## config.mk

```make
export PLATFORM = sky130hd
export DESIGN_NAME = mold_msg_tx
export DESIGN_NICKNAME = d
export VERILOG_FILES = /design/src/rtl/mold_msg_tx.sv
export SDC_FILE = /design/constraint.sdc
export NUM_CORES = 1
export LEC_CHECK = 0
export CORE_MARGIN = 4
export CORE_UTILIZATION = 44
export CTS_CLUSTER_DIAMETER = 120
export DETAILED_ROUTE_END_ITERATION = 10
export PLACE_DENSITY = 0.76
export SYNTH_ARGS = -nofsm -noshare
export SYNTH_HDL_FRONTEND = slang
export SYNTH_SLANG_ARGS = --single-unit
```

## constraint.sdc

```tcl
create_clock -name clk -period 3.2 [get_ports clk]
set_clock_uncertainty 0.1 [all_clocks]
set_input_delay 0.64 -clock clk [delete_from_list [all_inputs] [get_ports clk]]
set_output_delay 0.64 -clock clk [all_outputs]
set_load 0.03 [all_outputs]
```

## src/rtl/mold_msg_tx.sv

```systemverilog
// MoldUDP64 message-block framer: prepends the 16-bit big-endian length to each
// payload and re-packs the stream so every output beat is fully aligned.
module mold_msg_tx #(
    parameter int DATA_W = 64,
    parameter int KEEP_W = DATA_W / 8,
    parameter int LEN_W  = 16
) (
    input  logic              clk,
    input  logic              nreset,
    input  logic              in_valid_i,
    input  logic              in_start_i,
    input  logic [LEN_W-1:0]  in_len_i,
    input  logic [DATA_W-1:0] in_data_i,
    input  logic [KEEP_W-1:0] in_keep_i,
    input  logic              in_last_i,
    output logic              in_ready_o,
    output logic              out_valid_o,
    input  logic              out_ready_i,
    output logic [DATA_W-1:0] out_data_o,
    output logic [KEEP_W-1:0] out_keep_o,
    output logic              out_last_o,
    output logic [15:0]       msg_cnt_o,
    output logic              err_o
);

    localparam logic [1:0] IDLE  = 2'd0;
    localparam logic [1:0] BODY  = 2'd1;
    localparam logic [1:0] FLUSH = 2'd2;

    localparam int CNT_W = $clog2(KEEP_W + 1);

    logic [1:0]        state_q,     state_d;
    logic              out_valid_q, out_valid_d;
    logic [DATA_W-1:0] out_data_q,  out_data_d;
    logic [KEEP_W-1:0] out_keep_q,  out_keep_d;
    logic              out_last_q,  out_last_d;
    logic [15:0]       held_q,      held_d;
    logic [1:0]        held_n_q,    held_n_d;
    logic [LEN_W-1:0]  len_q,       len_d;
    logic [LEN_W:0]    byte_cnt_q,  byte_cnt_d;
    logic [15:0]       msg_cnt_q,   msg_cnt_d;
    logic              err_q,       err_d;

    logic [CNT_W-1:0]  beat_n;
    logic [CNT_W:0]    beat_n2;
    logic              spill;
    logic [15:0]       lead;
    logic [DATA_W-1:0] raw_data;
    logic [DATA_W-1:0] beat_data;
    logic [KEEP_W-1:0] beat_keep;
    logic [DATA_W-1:0] flush_data;
    logic [KEEP_W-1:0] flush_keep;
    logic [LEN_W-1:0]  len_ref;
    logic [LEN_W:0]    cnt_total;
    logic              in_acc;
    logic              take;
    logic              out_fire;

    assign in_ready_o = nreset & (state_q != FLUSH) & (~out_valid_q | out_ready_i);
    assign in_acc     = in_valid_i & in_ready_o;
    assign take       = in_acc & ((state_q == BODY) | in_start_i);
    assign out_fire   = out_valid_q & out_ready_i;

    // Output beat = two leading bytes (length on the first beat, the previous
    // beat's top two lanes afterwards) followed by the low six input lanes.
    always_comb begin
        beat_n = '0;
        for (int unsigned i = 0; i < KEEP_W; i++) begin
            beat_n = beat_n + CNT_W'(in_keep_i[i]);
        end
        beat_n2 = {1'b0, beat_n} + (CNT_W + 1)'(2);
        spill   = beat_n > CNT_W'(KEEP_W - 2);

        lead     = (state_q == IDLE) ? {in_len_i[7:0], in_len_i[15:8]} : held_q;
        raw_data = {in_data_i[DATA_W-17:0], lead};
        for (int unsigned i = 0; i < KEEP_W; i++) begin
            beat_keep[i]       = (CNT_W + 1)'(i) < beat_n2;
            beat_data[8*i +: 8] = beat_keep[i] ? raw_data[8*i +: 8] : 8'h00;
        end

        flush_keep = (held_n_q == 2'd1) ? KEEP_W'(1) : KEEP_W'(3);
        flush_data = {{(DATA_W-16){1'b0}},
                      ((held_n_q == 2'd1) ? {8'h00, held_q[7:0]} : held_q)};

        len_ref   = (state_q == IDLE) ? in_len_i : len_q;
        cnt_total = ((state_q == IDLE) ? '0 : byte_cnt_q) + (LEN_W + 1)'(beat_n);
    end

    always_comb begin
        state_d     = state_q;
        out_valid_d = out_valid_q;
        out_data_d  = out_data_q;
        out_keep_d  = out_keep_q;
        out_last_d  = out_last_q;
        held_d      = held_q;
        held_n_d    = held_n_q;
        len_d       = len_q;
        byte_cnt_d  = byte_cnt_q;
        msg_cnt_d   = msg_cnt_q;
        err_d       = 1'b0;

        if (out_fire) begin
            out_valid_d = 1'b0;
            if (out_last_q) begin
                msg_cnt_d = msg_cnt_q + 16'd1;
            end
        end

        if (take) begin
            out_valid_d = 1'b1;
            out_data_d  = beat_data;
            out_keep_d  = beat_keep;
            out_last_d  = in_last_i & ~spill;
            held_d      = in_data_i[DATA_W-1 -: 16];
            held_n_d    = spill ? 2'(beat_n - CNT_W'(KEEP_W - 2)) : 2'd0;
            len_d       = len_ref;
            byte_cnt_d  = cnt_total;
            if (in_last_i) begin
                state_d = spill ? FLUSH : IDLE;
                err_d   = cnt_total != {1'b0, len_ref};
            end else begin
                state_d = BODY;
            end
        end else if (in_acc) begin
            err_d = 1'b1;
        end

        // FLUSH: the last data beat (last=0) drains first, then the two-lane
        // tail beat (last=1) is loaded; its handshake ends the block.
        if (state_q == FLUSH) begin
            if (!out_last_q && (!out_valid_q || out_ready_i)) begin
                out_valid_d = 1'b1;
                out_data_d  = flush_data;
                out_keep_d  = flush_keep;
                out_last_d  = 1'b1;
            end else if (out_last_q && out_fire) begin
                state_d = IDLE;
            end
        end
    end

    always_ff @(posedge clk or negedge nreset) begin
        if (!nreset) begin
            state_q     <= IDLE;
            out_valid_q <= 1'b0;
            out_data_q  <= '0;
            out_keep_q  <= '0;
            out_last_q  <= 1'b0;
            held_q      <= '0;
            held_n_q    <= '0;
            len_q       <= '0;
            byte_cnt_q  <= '0;
            msg_cnt_q   <= '0;
            err_q       <= 1'b0;
        end else begin
            state_q     <= state_d;
            out_valid_q <= out_valid_d;
            out_data_q  <= out_data_d;
            out_keep_q  <= out_keep_d;
            out_last_q  <= out_last_d;
            held_q      <= held_d;
            held_n_q    <= held_n_d;
            len_q       <= len_d;
            byte_cnt_q  <= byte_cnt_d;
            msg_cnt_q   <= msg_cnt_d;
            err_q       <= err_d;
        end
    end

    assign out_valid_o = out_valid_q;
    assign out_data_o  = out_data_q;
    assign out_keep_o  = out_keep_q;
    assign out_last_o  = out_last_q;
    assign msg_cnt_o   = msg_cnt_q;
    assign err_o       = err_q;

endmodule

```

==> impl_metrics.env, run 1 <==
export IMPL_outcome="finished, violations left"
export IMPL_violations="setup timing"
export IMPL_io_buffers=185
export IMPL_final_hold_viol_count=0
export IMPL_overflow=0
export IMPL_ys_seq_area_frac=0.513
export IMPL_grt_use_total=0.245
export IMPL_finalSetupViolations=92
export IMPL_seq_area_um2=3600
export IMPL_place_area_um2=9710
export IMPL_antenna_found_initial=0
export IMPL_grt_pass1_wl_um=34900
export IMPL_viasPerCell=5.43
export IMPL_routabilityCongestion=0.902
export IMPL_die_y_um=134
export IMPL_vias=6496
export IMPL_synth_edff_count=0
export IMPL_fin_hold_ws_ns=0.375
export IMPL_synth_top_area_frac=0.513
export IMPL_rsz0062_at_grt="true"
export IMPL_drc=0
export IMPL_maxSlewViolCount=0
export IMPL_cts_root_buffer="clkbuf_16"
export IMPL_synth_seq_cells=144
export IMPL_clk_latency_ns=0.43
export IMPL_drt_initial_drc_count=335
export IMPL_rows=45
export IMPL_cts_buffers=17
export IMPL_worstSetupPathType="input port to register"
export IMPL_finish_instance_area_um2=11100
export IMPL_synth_most_common_cell="dfrtp_1"
export IMPL_dp_cells=1143
export IMPL_grt_pass1_vias=6603
export IMPL_path_clk_slew_ns=0.06
export IMPL_ys_async_sr_fraction=1.00
export IMPL_wire_per_inst_um=18.6
export IMPL_start_util=0.455
export IMPL_fmax_mhz=228
export IMPL_antenna_left=0
export IMPL_hpwlAfterDp_um=14700
export IMPL_p_leak_nw=4.73
export IMPL_instances_no_fill=1197
export IMPL_nets=1082
export IMPL_dr_pass1_iters=4
export IMPL_netlist_area_um2=7030
export IMPL_crit_path_start_kind="input port"
export IMPL_fin_ws_ns=-1.18
export IMPL_tightest_slew_ns=0.915
export IMPL_slew_headroom=0.387
export IMPL_grt_max_degree=73
export IMPL_synth_flop_cell="dfrtp_1"
export IMPL_ys_warn_count=0
export IMPL_syn_to_final_growth_pct=58.6
export IMPL_synth_fp_nets=840
export IMPL_clkSinkCount=144
export IMPL_die_w_um=134
export IMPL_syn_inst=731
export IMPL_period_share=1.37
export IMPL_worstHoldPathType="register to register"
export IMPL_peakVddDrop_mv=0.677
export IMPL_period_needed_ns=4.38
export IMPL_synth_largest_area_cell="dfrtp_1"
export IMPL_synth_cell_types=59
export IMPL_path_max_fanout=3
export IMPL_dieArea_um2=18100
export IMPL_wirelength_um=22200
export IMPL_multi_input_area_um2=3960
export IMPL_cap_violations=0
export IMPL_crit_required_ns=3.44
export IMPL_cts_tree="built"
export IMPL_cp_data_arrival_time_ns=4.63
export IMPL_synth_commonest_cells="dfrtp_1 (144), nand2_1 (124), nor2_1 (73)"
export IMPL_n_antenna_cell=0
export IMPL_syn_area_per_cell_um2=9.61
export IMPL_synth_area_leaders="dfrtp_1 (51%), nand2_1 (6.6%), a22oi_1 (5.1%)"
export IMPL_layout_drive_gt1_share=0.274
export IMPL_powerDensity_nw_per_um2=937
export IMPL_pin_count=186
export IMPL_htree_levels=4
export IMPL_critPathCaptureType="register"
export IMPL_fill_cells=1135
export IMPL_clk_path_buf_depth=2
export IMPL_core_area_um2=15400
-- final cells by class --
cell class | count | area share
inverters | 23 | 0.00887
repair buffers | 260 | 0.235
multi-input cells | 527 | 0.355
well taps | 211 | 0.0237
clock buffers | 19 | 0.0397
flip-flops and latches | 144 | 0.323
clock inverters | 13 | 0.0137
-- path summary, 6_finish.rpt --
kind | startpoint | end | slack, ns | depth (start not counted)
setup / recovery | in_keep_i[1] | err_o | -1.18 | 17
hold reg to reg | held_q[2] | held_q[2] | 0.38 | 2
min in group asynchronous | nreset | len_q[7] | 0.55 | 2
max in group asynchronous | nreset | len_q[15] | 0.67 | 4
hold / removal | held_q[2] | held_q[2] | 0.38 | 2
setup reg to reg | state_q[1] | err_o | 0.16 | 11
-- what timing repair did --
action / 4_1_cts / 5_1_grt
setup buffers: 13 / 4
gates cloned: 7 / 0
hold buffers: 1 / 0
endpoints found under the setup margin: 94 / 93
endpoints found under the hold margin: 27 / 0
gates resized for setup: 98 / 56
pin swaps: 40 / 39
-- flip-flops by register name (all words and copies together), names as in the netlist --
| name | flops |
|---|---|
| out_data_o | 64 |
| out_valid_o | 1 |
| out_last_o | 1 |
| byte_cnt_q | 17 |
| state_q | 2 |
| held_q | 16 |
| len_q | 16 |
| out_keep_o | 8 |
| msg_cnt_o | 16 |
| held_n_q | 2 |
| err_o | 1 |
-- worst max-delay path, stage by stage --
cell and delay [ns]:
buf_6 0.07, inv_2 0.03, fa_1 0.56, fa_1 0.45, fa_2 0.55, inv_2 0.05
ha_4 0.15, inv_2 0.04, fa_2 0.48, fa_2 0.46, nor2b_1 0.14, a221o_1 0.22
buf_6 0.13, nand3_4 0.08, xnor2_1 0.15, a31o_2 0.24, a31oi_1 0.19
-- per-layer routing --
| layer | vias to the layer above | track usage | wire length [um] |
|---|---|---|---|
| li1 | 3039 | - | - |
| met1 | 3212 | 0.317 | 9420 |
| met2 | 205 | 0.393 | 10800 |
| met3 | 40 | 0.0690 | 1430 |
| met4 | 0 | 0.0945 | 613 |
| met5 | - | 0 | 0 |
-- metrics by stage --
| step | worst slack (ns) | power, mW | setup TNS, ns | utilization |
|---|---|---|---|---|
| after floorplan | -1.42 | 5.81 | -76.75 | - |
| after global placement | -2.11 | 7.60 | -150.32 | 0.629 |
| after detailed placement | -2.20 | 7.69 | -154.63 | 0.629 |
| after global routing | -1.32 | 11.0 | -74.92 | 0.722 |
| final | -1.18 | 10.4 | -65.44 | 0.722 |
| after CTS | -1.09 | 10.2 | -72.10 | 0.706 |
-- where the power goes --
| part | switching, mW | internal (mW) | total [mW] | leakage, nW |
|---|---|---|---|---|
| logic | 2.98 | 2.48 | 5.47 | 2.57 |
| clock network | 0.828 | 1.18 | 2.01 | 0.281 |
| registers | 0.484 | 2.49 | 2.97 | 1.88 |
-- kinds of logic (layout without fill, tap and decap cells) --
logic type               Yosys count  count (layout)  synth area share
AND/OR/NAND/NOR                  266             268             0.163
buffers and inverters             63             315            0.0342
AO/OA/AOI/OAI                    184             185             0.170
XOR/XNOR                          40              40            0.0572
adder cells (fa/ha/maj)           15              15            0.0321
multiplexers                      19              19            0.0301
flip-flops                       144             144             0.513
-- layout by cell type (no fill, tap or decap), drive strengths merged, types with 3 or more instances in the layout --
| master | n |
|---|---|
| buf | 77 |
| nor2b | 6 |
| nand4 | 7 |
| nor3 | 9 |
| dfrtp | 144 |
| clkbuf | 19 |
| clkdlybuf4s50 | 181 |
| nor2 | 76 |
| nand3 | 26 |
| xnor2 | 28 |
| o31ai | 6 |
| a22o | 4 |
| clkinv | 4 |
| nand2 | 124 |
| and3 | 6 |
| o21ai | 34 |
| ha | 10 |
| a21oi | 61 |
| o211ai | 3 |
| a31oi | 6 |
| clkinvlp | 3 |
| a21o | 4 |
| mux2 | 17 |
| fa | 5 |
| a22oi | 48 |
| inv | 27 |
| nand2b | 4 |
| xor2 | 11 |
No activity file was read; power rests on OpenSTA's default activity.
==> run 2: changes to the inputs <==
--- a/config.mk
+++ b/config.mk
@@ -6,10 +6,9 @@
 export NUM_CORES = 1
 export LEC_CHECK = 0
 export CORE_MARGIN = 4
-export CORE_UTILIZATION = 44
+export CORE_UTILIZATION = 30
 export CTS_CLUSTER_DIAMETER = 120
 export DETAILED_ROUTE_END_ITERATION = 10
-export PLACE_DENSITY = 0.76
 export SYNTH_ARGS = -nofsm -noshare
 export SYNTH_HDL_FRONTEND = slang
 export SYNTH_SLANG_ARGS = --single-unit
==> run 2 against run 1 <==
  * The flow still finishes with violations (setup timing)
  * Global-route usage shrank 7.2 points
  * Via count shrank 2.5%
  * Worst setup slack gained 0.035 ns
  * Sequential power is essentially flat
  * First-iteration DRC count shrank 15%
  * Design area grew 3.2%
  * Routed wire length grew 3.1%
  * Flip-flop and latch count is the same
  * Combinational power grew 2%
  * Largest cell class unchanged
  * Highest routed layer unchanged
==> impl_metrics.env, run 2 (same netlist as run 1, synthesis figures left out) <==
export IMPL_outcome="finished, violations left"
export IMPL_pin_count=186
export IMPL_r2r_start="state_q[1]"
export IMPL_rrSetupSlack_ns=0.24
export IMPL_final_common_cell="clkdlybuf4s50_1"
export IMPL_routabilityCongestion=0.876
export IMPL_clk_path_buf_depth=2
export IMPL_rsz0062_at_grt="true"
export IMPL_finalSetupViolations=92
export IMPL_powerDensity_nw_per_um2=917
export IMPL_path_clk_slew_ns=0.07
export IMPL_period_needed_ns=4.35
export IMPL_cts_buffers=17
export IMPL_die_y_um=161
export IMPL_vias=6331
export IMPL_worst_path_most_repeated_cell="fa_2"
export IMPL_worstSetupPathType="input port to register"
export IMPL_cp_num_buf_inv=5
export IMPL_final_cell_mix="clkdlybuf4s50_1 (180), dfrtp_1 (144), nand2_1 (121), nor2_1 (63), buf_4 (49)"
export IMPL_violations="setup timing"
export IMPL_core_area_um2=22800
export IMPL_io_buffers=185
export IMPL_final_hold_viol_count=0
export IMPL_path_max_fanout=3
export IMPL_period_share=1.36
export IMPL_wirelength_um=22900
export IMPL_multi_input_area_um2=4040
export IMPL_drc=0
export IMPL_final_util=0.503
export IMPL_cts_tree="built"
export IMPL_dr_pass1_iters=4
export IMPL_critPathCaptureType="register"
export IMPL_hpwlAfterDp_um=15600
export IMPL_path_cells="buf_8 > inv_8 > fa_1 > fa_1 > fa_2 > inv_2 > ha_4 > inv_2 > fa_2 > fa_2 > nor2b_1 > a221o_1 > buf_6 > nand3_4 > xnor2_1 > a31o_2 > a31oi_1"
export IMPL_r2r_end="err_o"
export IMPL_clk_latency_ns=0.42
export IMPL_wire_per_inst_um=17.5
export IMPL_cap_violations=0
export IMPL_p_leak_nw=4.82
export IMPL_tns_ns=-69.78
export IMPL_antenna_left=0
export IMPL_postCtsHoldBufs=0
export IMPL_reg2reg_depth=11
export IMPL_slew_headroom=0.445
export IMPL_antenna_found_initial=1
export IMPL_nets=1092
export IMPL_fin_ws_ns=-1.15
export IMPL_start_util=0.308
export IMPL_worstHoldPathType="input port to asynchronous set/reset pin"
export IMPL_slowest_stage="fa_1"
export IMPL_dieArea_um2=25900
export IMPL_layout_drive_gt1_share=0.301
export IMPL_largest_reg_flops=64
export IMPL_syn_to_final_growth_pct=63.7
export IMPL_fill_cells=2120
export IMPL_cts_root_buffer="clkbuf_16"
export IMPL_drt_initial_drc_count=284
export IMPL_rows=55
export IMPL_htree_levels=4
export IMPL_grt_max_degree=145
export IMPL_peakVddDrop_mv=0.461
export IMPL_crit_required_ns=3.43
export IMPL_fmax_mhz=230
export IMPL_cp_data_arrival_time_ns=4.58
export IMPL_grt_pass1_vias=6442
export IMPL_viasPerCell=4.83
export IMPL_clkSinkCount=144
export IMPL_grt_use_total=0.173
export IMPL_crit_path_start_kind="input port"
export IMPL_overflow=0
export IMPL_grt_pass1_wl_um=36100
export IMPL_tightest_slew_ns=0.832
export IMPL_crit_family="adder cells"
export IMPL_fin_hold_ws_ns=0.313
export IMPL_die_w_um=161
export IMPL_preCtsSetupSlack_ns=-2.19
export IMPL_seq_area_um2=3600
export IMPL_critical_path_max_stage_delay_ns=0.55
export IMPL_maxSlewViolCount=0
run 2: per-layer routing:
layer  up-vias  part of all wire  global-route usage
met3        18             0.066              0.0554
met1      3097              0.45               0.237
met4         0             0.014              0.0423
met2       161              0.47               0.268
li1       3055                 -                   -
met5         -                 0                   0
run 2: through the flow:
step | cell area (um2) | std cells | power [mW]
floorplan | 7270 | 731 | 5.81
global placement | 9890 | 1251 | 7.70
detailed placement | 9890 | 1251 | 7.74
CTS | 11000 | 1299 | 10.3
global route | 11500 | 1310 | 11.2
finish | 11500 | 1310 | 10.5
run 2: worst max path at each step:
stage / startpoint / end / slack, ns / cells past startpoint
finish: in_keep_i[0] / err_o / -1.15 / 17
global route: in_keep_i[0] / err_o / -1.31 / 16
CTS: in_keep_i[0] / err_o / -1.11 / 18
detailed placement: in_keep_i[0] / err_o / -2.19 / 18
global placement: in_keep_i[0] / err_o / -2.12 / 18
floorplan: in_keep_i[0] / err_o / -1.42 / 17
run 2: cell type report:
type	count	area share
flip-flops and latches	144	0.313
inverters	23	0.00859
well taps	313	0.0340
clock buffers	19	0.0376
diodes	1	0.000218
multi-input cells	525	0.351
repair buffers	272	0.242
clock inverters	13	0.0133
run 2: worst register-to-register path: stages (launching register included):
cell and delay, ns:
dfrtp_1 0.38, or2_2 0.38, and2_1 0.19, ha_1 0.31
nand4_1 0.17, buf_4 0.19, o21ai_2 0.17, a21o_1 0.19
and3_4 0.21, o221ai_2 0.11, a2111oi_2 0.30, a31oi_1 0.13
run 2: timing repair:
item | 4_1_cts | 5_1_grt
gates cloned | 2 | 2
setup endpoints to repair | 94 | 93
resized for setup | 98 | 85
pin swaps | 42 | 34
buffers inserted | 16 | 18
run 2: power by group:
| group | switching, mW | internal, mW |
|---|---|---|
| registers | 0.481 | 2.49 |
| clock network | 0.852 | 1.17 |
| logic | 3.00 | 2.56 |
